## src/rtl/mmcm_lock_sequencer.sv

```systemverilog
// MMCM lock sequencer: pulses the MMCM reset, waits for LOCKED with a timeout
// and bounded retries, then qualifies the generated clocks once lock has been
// continuously present for a settle window. Runs entirely on clkin1.
// Optional build macro: LOCK_LOSS_COUNT_EN adds a saturating lock-loss counter.
module mmcm_lock_sequencer #(
    parameter int RST_PULSE_CYCLES    = 16,
    parameter int LOCK_TIMEOUT_CYCLES = 200000,
    parameter int SETTLE_CYCLES       = 1024,
    parameter int MAX_RETRIES         = 3,
    parameter int CNT_W               = 20,
    parameter int RETRY_W             = 2
) (
    input  logic               clkin1,
    input  logic               rst,
    input  logic               locked_in,
    input  logic               restart,
    output logic               mmcm_rst,
    output logic               clk_ready,
    output logic               fault,
    output logic [RETRY_W-1:0] retry_count,
    output logic [2:0]         state_out
`ifdef LOCK_LOSS_COUNT_EN
    ,
    output logic [7:0]         lock_loss_count
`endif
);

    typedef enum logic [2:0] {
        ST_RESET_PULSE = 3'd0,
        ST_WAIT_LOCK   = 3'd1,
        ST_SETTLE      = 3'd2,
        ST_RUN         = 3'd3,
        ST_FAULT       = 3'd4
    } state_t;

    localparam logic [CNT_W-1:0]   RST_LAST     = CNT_W'(RST_PULSE_CYCLES - 1);
    localparam logic [CNT_W-1:0]   TIMEOUT_LAST = CNT_W'(LOCK_TIMEOUT_CYCLES - 1);
    localparam logic [CNT_W-1:0]   SETTLE_LAST  = CNT_W'(SETTLE_CYCLES - 1);
    localparam logic [RETRY_W-1:0] RETRY_MAX    = RETRY_W'(MAX_RETRIES);

    state_t             state_reg, state_next;
    logic [CNT_W-1:0]   cnt_reg, cnt_next;
    logic [RETRY_W-1:0] retry_reg, retry_next;
    logic [1:0]         sync_reg;
    logic               locked_s;
    logic               mmcm_rst_reg, clk_ready_reg, fault_reg;

    assign locked_s = sync_reg[1];

    // Two-flop synchronizer for the asynchronous LOCKED signal
    always_ff @(posedge clkin1) begin
        if (rst) begin
            sync_reg <= 2'b00;
        end else begin
            sync_reg <= {sync_reg[0], locked_in};
        end
    end

    // State, counter, retry and registered output flops
    always_ff @(posedge clkin1) begin
        if (rst) begin
            state_reg     <= ST_RESET_PULSE;
            cnt_reg       <= '0;
            retry_reg     <= '0;
            mmcm_rst_reg  <= 1'b1;
            clk_ready_reg <= 1'b0;
            fault_reg     <= 1'b0;
        end else begin
            state_reg     <= state_next;
            cnt_reg       <= cnt_next;
            retry_reg     <= retry_next;
            mmcm_rst_reg  <= (state_next == ST_RESET_PULSE) || (state_next == ST_FAULT);
            clk_ready_reg <= (state_next == ST_RUN);
            fault_reg     <= (state_next == ST_FAULT);
        end
    end

    // Next-state logic; every state entry clears the counter so it never wraps
    always_comb begin
        state_next = state_reg;
        cnt_next   = cnt_reg + CNT_W'(1);
        retry_next = retry_reg;
        if (restart) begin
            state_next = ST_RESET_PULSE;
            cnt_next   = '0;
            retry_next = '0;
        end else begin
            case (state_reg)
                ST_RESET_PULSE: begin
                    if (cnt_reg == RST_LAST) begin
                        state_next = ST_WAIT_LOCK;
                        cnt_next   = '0;
                    end
                end
                ST_WAIT_LOCK: begin
                    // lock seen in the last timeout cycle still wins
                    if (locked_s) begin
                        state_next = ST_SETTLE;
                        cnt_next   = '0;
                    end else if (cnt_reg == TIMEOUT_LAST) begin
                        cnt_next = '0;
                        if (retry_reg == RETRY_MAX) begin
                            state_next = ST_FAULT;
                        end else begin
                            state_next = ST_RESET_PULSE;
                            retry_next = retry_reg + RETRY_W'(1);
                        end
                    end
                end
                ST_SETTLE: begin
                    if (!locked_s) begin
                        state_next = ST_WAIT_LOCK;
                        cnt_next   = '0;
                    end else if (cnt_reg == SETTLE_LAST) begin
                        state_next = ST_RUN;
                        cnt_next   = '0;
                    end
                end
                ST_RUN: begin
                    cnt_next = cnt_reg;
                    if (!locked_s) begin
                        state_next = ST_RESET_PULSE;
                        cnt_next   = '0;
                        retry_next = '0;
                    end
                end
                ST_FAULT: begin
                    cnt_next = cnt_reg;
                end
                default: begin
                    state_next = ST_RESET_PULSE;
                    cnt_next   = '0;
                    retry_next = '0;
                end
            endcase
        end
    end

`ifdef LOCK_LOSS_COUNT_EN
    logic [7:0] loss_reg;
    logic       lock_lost;

    // a restart in the same cycle takes precedence, so it is not a lock loss
    assign lock_lost = !restart && (state_reg == ST_RUN) && !locked_s;

    // Saturating count of lock losses while running; only rst clears it
    always_ff @(posedge clkin1) begin
        if (rst) begin
            loss_reg <= 8'd0;
        end else if (lock_lost && (loss_reg != 8'hFF)) begin
            loss_reg <= loss_reg + 8'd1;
        end
    end

    assign lock_loss_count = loss_reg;
`endif

    assign mmcm_rst    = mmcm_rst_reg;
    assign clk_ready   = clk_ready_reg;
    assign fault       = fault_reg;
    assign retry_count = retry_reg;
    assign state_out   = state_reg;

endmodule

```

## config.mk

```make
export PLATFORM = sky130hd
export DESIGN_NAME = mmcm_lock_sequencer
export DESIGN_NICKNAME = d
export VERILOG_FILES = /design/src/rtl/mmcm_lock_sequencer.sv
export SDC_FILE = /design/constraint.sdc
export NUM_CORES = 1
export LEC_CHECK = 0
export ABC_AREA = 1
export BUFFER_PORTS_ARGS = -buffer_cell sky130_fd_sc_hd__clkbuf_2
export CORE_ASPECT_RATIO = 2
export CORE_MARGIN = 5
export CORE_UTILIZATION = 55
export CTS_BUF_LIST = sky130_fd_sc_hd__clkbuf_8
export DETAILED_ROUTE_END_ITERATION = 10
export PLACE_DENSITY = 0.73
export SYNTH_ARGS = -nofsm -noshare
export SYNTH_HDL_FRONTEND = slang
export SYNTH_SLANG_ARGS = --single-unit
export TNS_END_PERCENT = 50
```

## constraint.sdc

```tcl
create_clock -name clkin1 -period 1.45 [get_ports clkin1]
set_clock_uncertainty 0.05 [all_clocks]
set_input_delay 0.145 -clock clkin1 [delete_from_list [all_inputs] [get_ports clkin1]]
set_output_delay 0.145 -clock clkin1 [all_outputs]
set_load 0.01 [all_outputs]
```

==> key figures <==
CTS
  – H-tree depth: 2
  – CTS tree: built
  – Skew-Pair Late Insertion Delay: 280 ps
  – Clk sinks: 30
  – Longest Clk Path Bufs: 2
  – CTS root buf: clkbuf_8
  – CTS clk-pin slew, worst paths: 70 ps
  – Cts bufs inserted: 5

Critical path
  – Crit. End Element: flop
  – CP cell instances: ha_4 > nand3_4 > nor3_4 > nand3_2 > nand2_2 > nand3_4 > buf_6 > a22oi_2 > nor2_1
  – Crit path top cell by count: nand3_4
  – Buf/Inv on CP: 1
  – CP required: 1570 ps
  – Slowest stage delay, CP: 350 ps
  – Worst EP arrival: 1810 ps
  – Type of origin of the critical path: flop
  – Cell family with most CP delay: simple AND/OR/NAND/NOR gates
  – Setup CP Type: flop to flop
  – Crit path max fanout: 8
  – Critical Path Slowest Stage Cell: dfxtp_2

Layout
  – Area delta synth->final: 44.21%
  – Final net count: 345
  – Diode count: 0
  – Fin util: 82.65%
  – Post-Layout Cell Count: 370
  – Sequential cell area: 608.1 sq um
  – Share of cells above drive strength 1: 35.29%
  – Largest register FFs: 20
  – FILL cells: 198
  – Multi-input combinational cell area: 1059 sq um

Status
  – Failing checks: setup timing
  – Status: finished, violations left

Synthesis
  – Synth area leaders: dfxtp_1 35%, nand2_1 13%, nor2_1 12%, inv_1 7.7%, nand3_1 5.3%
  – Syn nets: 269
  – Post-synth cell types: 31
  – Avg Cell Area, Syn: 6.489 sq um
  – YS warnings: 0
  – Synth Instances: 263
  – Synth cell count leaders: 61 x nand2_1, 54 x nor2_1, 35 x inv_1
  – Post-synth ARST share: 0%
  – Mapped Area: 1707 sq um
  – Yosys reg bits: 30
  – Synth Flop Type: dfxtp_1
  – Area fraction of the dominant cell type after synthesis: 35.19%
  – Sequential fraction of the synthesis area: 35.19%
  – Post-synth EDFFs: 0
  – Most frequent cell after synthesis: nand2_1
  – Post-synth top area cell: dfxtp_1

Timing
  – RSZ-0062 raised after global routing: true
  – Period utilization: 116.8%
  – Slew margin rel.: 74.46%
  – Fin crit period: 1694 ps
  – Max Slew Vio Count: 0
  – Final number of setup-violating endpoints: 26
  – TNS Setup: -4452 ps
  – Final worst slack: -244.0 ps
  – Fmax: 590.3 MHz
  – Worst slew pin tran: 380.7 ps
  – Final Hold Vio Count: 0

Global routing
  – First-pass GRT wire length: 9.025 mm
  – GRT busiest layer: met2
  – GR Util met3: 4.890%
  – GRT Overall Usage: 27.03%
  – Vias in the first global route: 2142
  – Total gr overflow: 0
  – Met2 global-route usage: 52.06%
  – Largest net degree at the start of global routing: 13
  – M1 GR Usage: 21.94%
  – Initial antenna violation count: 0

Floorplan
  – IO Count: 12
  – Die Wd: 49.39 um
  – DIE AREA: 4385 sq um
  – Starting Density: 57.31%
  – Core ar.: 2978 sq um
  – Site row count: 28
  – Die H: 88.78 um

Detailed routing
  – Vias post-DR: 2026
  – Initial DRC Count: 103
  – Drt drc: 0
  – Number of detailed-route iterations in the first pass: 4
  – DR WL/cell: 15.05 um
  – Antenna viol nets, final: 0
  – Vias/cell: 5.476
  – Final WL: 5.568 mm

Placement
  – IO buf count: 11
  – DP Wirelength: 3.918 mm
  – Worst slack at placement: -319.1 ps
  – Routability cong.: 0.8778
  – Placed Instances: 356

Run
  – MaxCap Viol Count: 0

Pwr
  – Worst vdd ir: 1.322 mV
  – Total chip power: 1.723 mW
  – Pwr dens: 700.0 nW/um^2
  – Leakage: 1.118 nW

Worst hold path
  – Min-Delay Path Class: input port to flop
==> final cells by class <==
type / count / area share, %
multi-input cells: 194 / 43.01
flip-flops and latches: 30 / 24.71
repair buffers: 71 / 20.69
inverters: 37 / 5.643
clock buffers: 5 / 2.796
clock inverters: 3 / 1.627
well taps: 30 / 1.525
==> path summary, 6_finish.rpt <==
| path | from | endpoint | slack, ps | depth (start not counted) |
|---|---|---|---|---|
| setup / recovery | cnt_reg[1] | cnt_reg[2] | -240 | 9 |
| hold / removal | rst | sync_reg[0] | 10 | 2 |
| setup reg to reg | cnt_reg[1] | cnt_reg[2] | -240 | 9 |
| hold reg to reg | sync_reg[0] | sync_reg[1] | 360 | 2 |
==> metrics by stage <==
stage,area (sq um),hold slack (ps)
detailed placement,2203,292.4
CTS,2394,14.74
floorplan,1722,166.2
finish,2461,14.39
global route,2461,36.16
global placement,2203,293.8
==> placed cells by master, fill, tap and decap left out, types with 4 or more instances in the layout <==
master,Yosys,layout
nand2_1,61,59
buf_4,0,57
nor2_1,54,42
inv_1,35,33
dfxtp_1,30,24
nand3_1,18,15
a21oi_1,14,14
nor2_2,0,11
clkbuf_2,0,11
nor3_1,7,6
o21ai_0,8,6
dfxtp_2,0,6
clkbuf_8,0,5
nand4_1,4,4
==> report_power, final <==
group / switching (mW) / internal (mW) / total, mW
clock network: 0.329 / 0.505 / 0.834
registers: 0.00470 / 0.830 / 0.834
logic: 0.0303 / 0.0238 / 0.0541
total: 0.364 / 1.36 / 1.72
==> metal layers <==
layer,share of wire [%],up-vias
li1,-,985
met1,32,935
met2,57,74
met3,4.0,32
met4,7.5,0
met5,0,-
==> logic make-up after synthesis <==
kind of cell / synth area share, %
xor+xnor: 2.566
simple gates: 40.54
fa+ha+maj: 1.466
compound gates: 11.14
flops: 35.19
buf+inv: 9.090
==> what timing repair did <==
action / CTS / global route
hold buffers: 1 / 0
buffers inserted: 3 / 1
hold endpoints to repair: 1 / 0
endpoints found under the setup margin: 27 / 28
pin swaps: 4 / 7
resized for setup: 15 / 19
gates cloned: 1 / 0
Note: power is estimated with default switching activity, not from simulation.
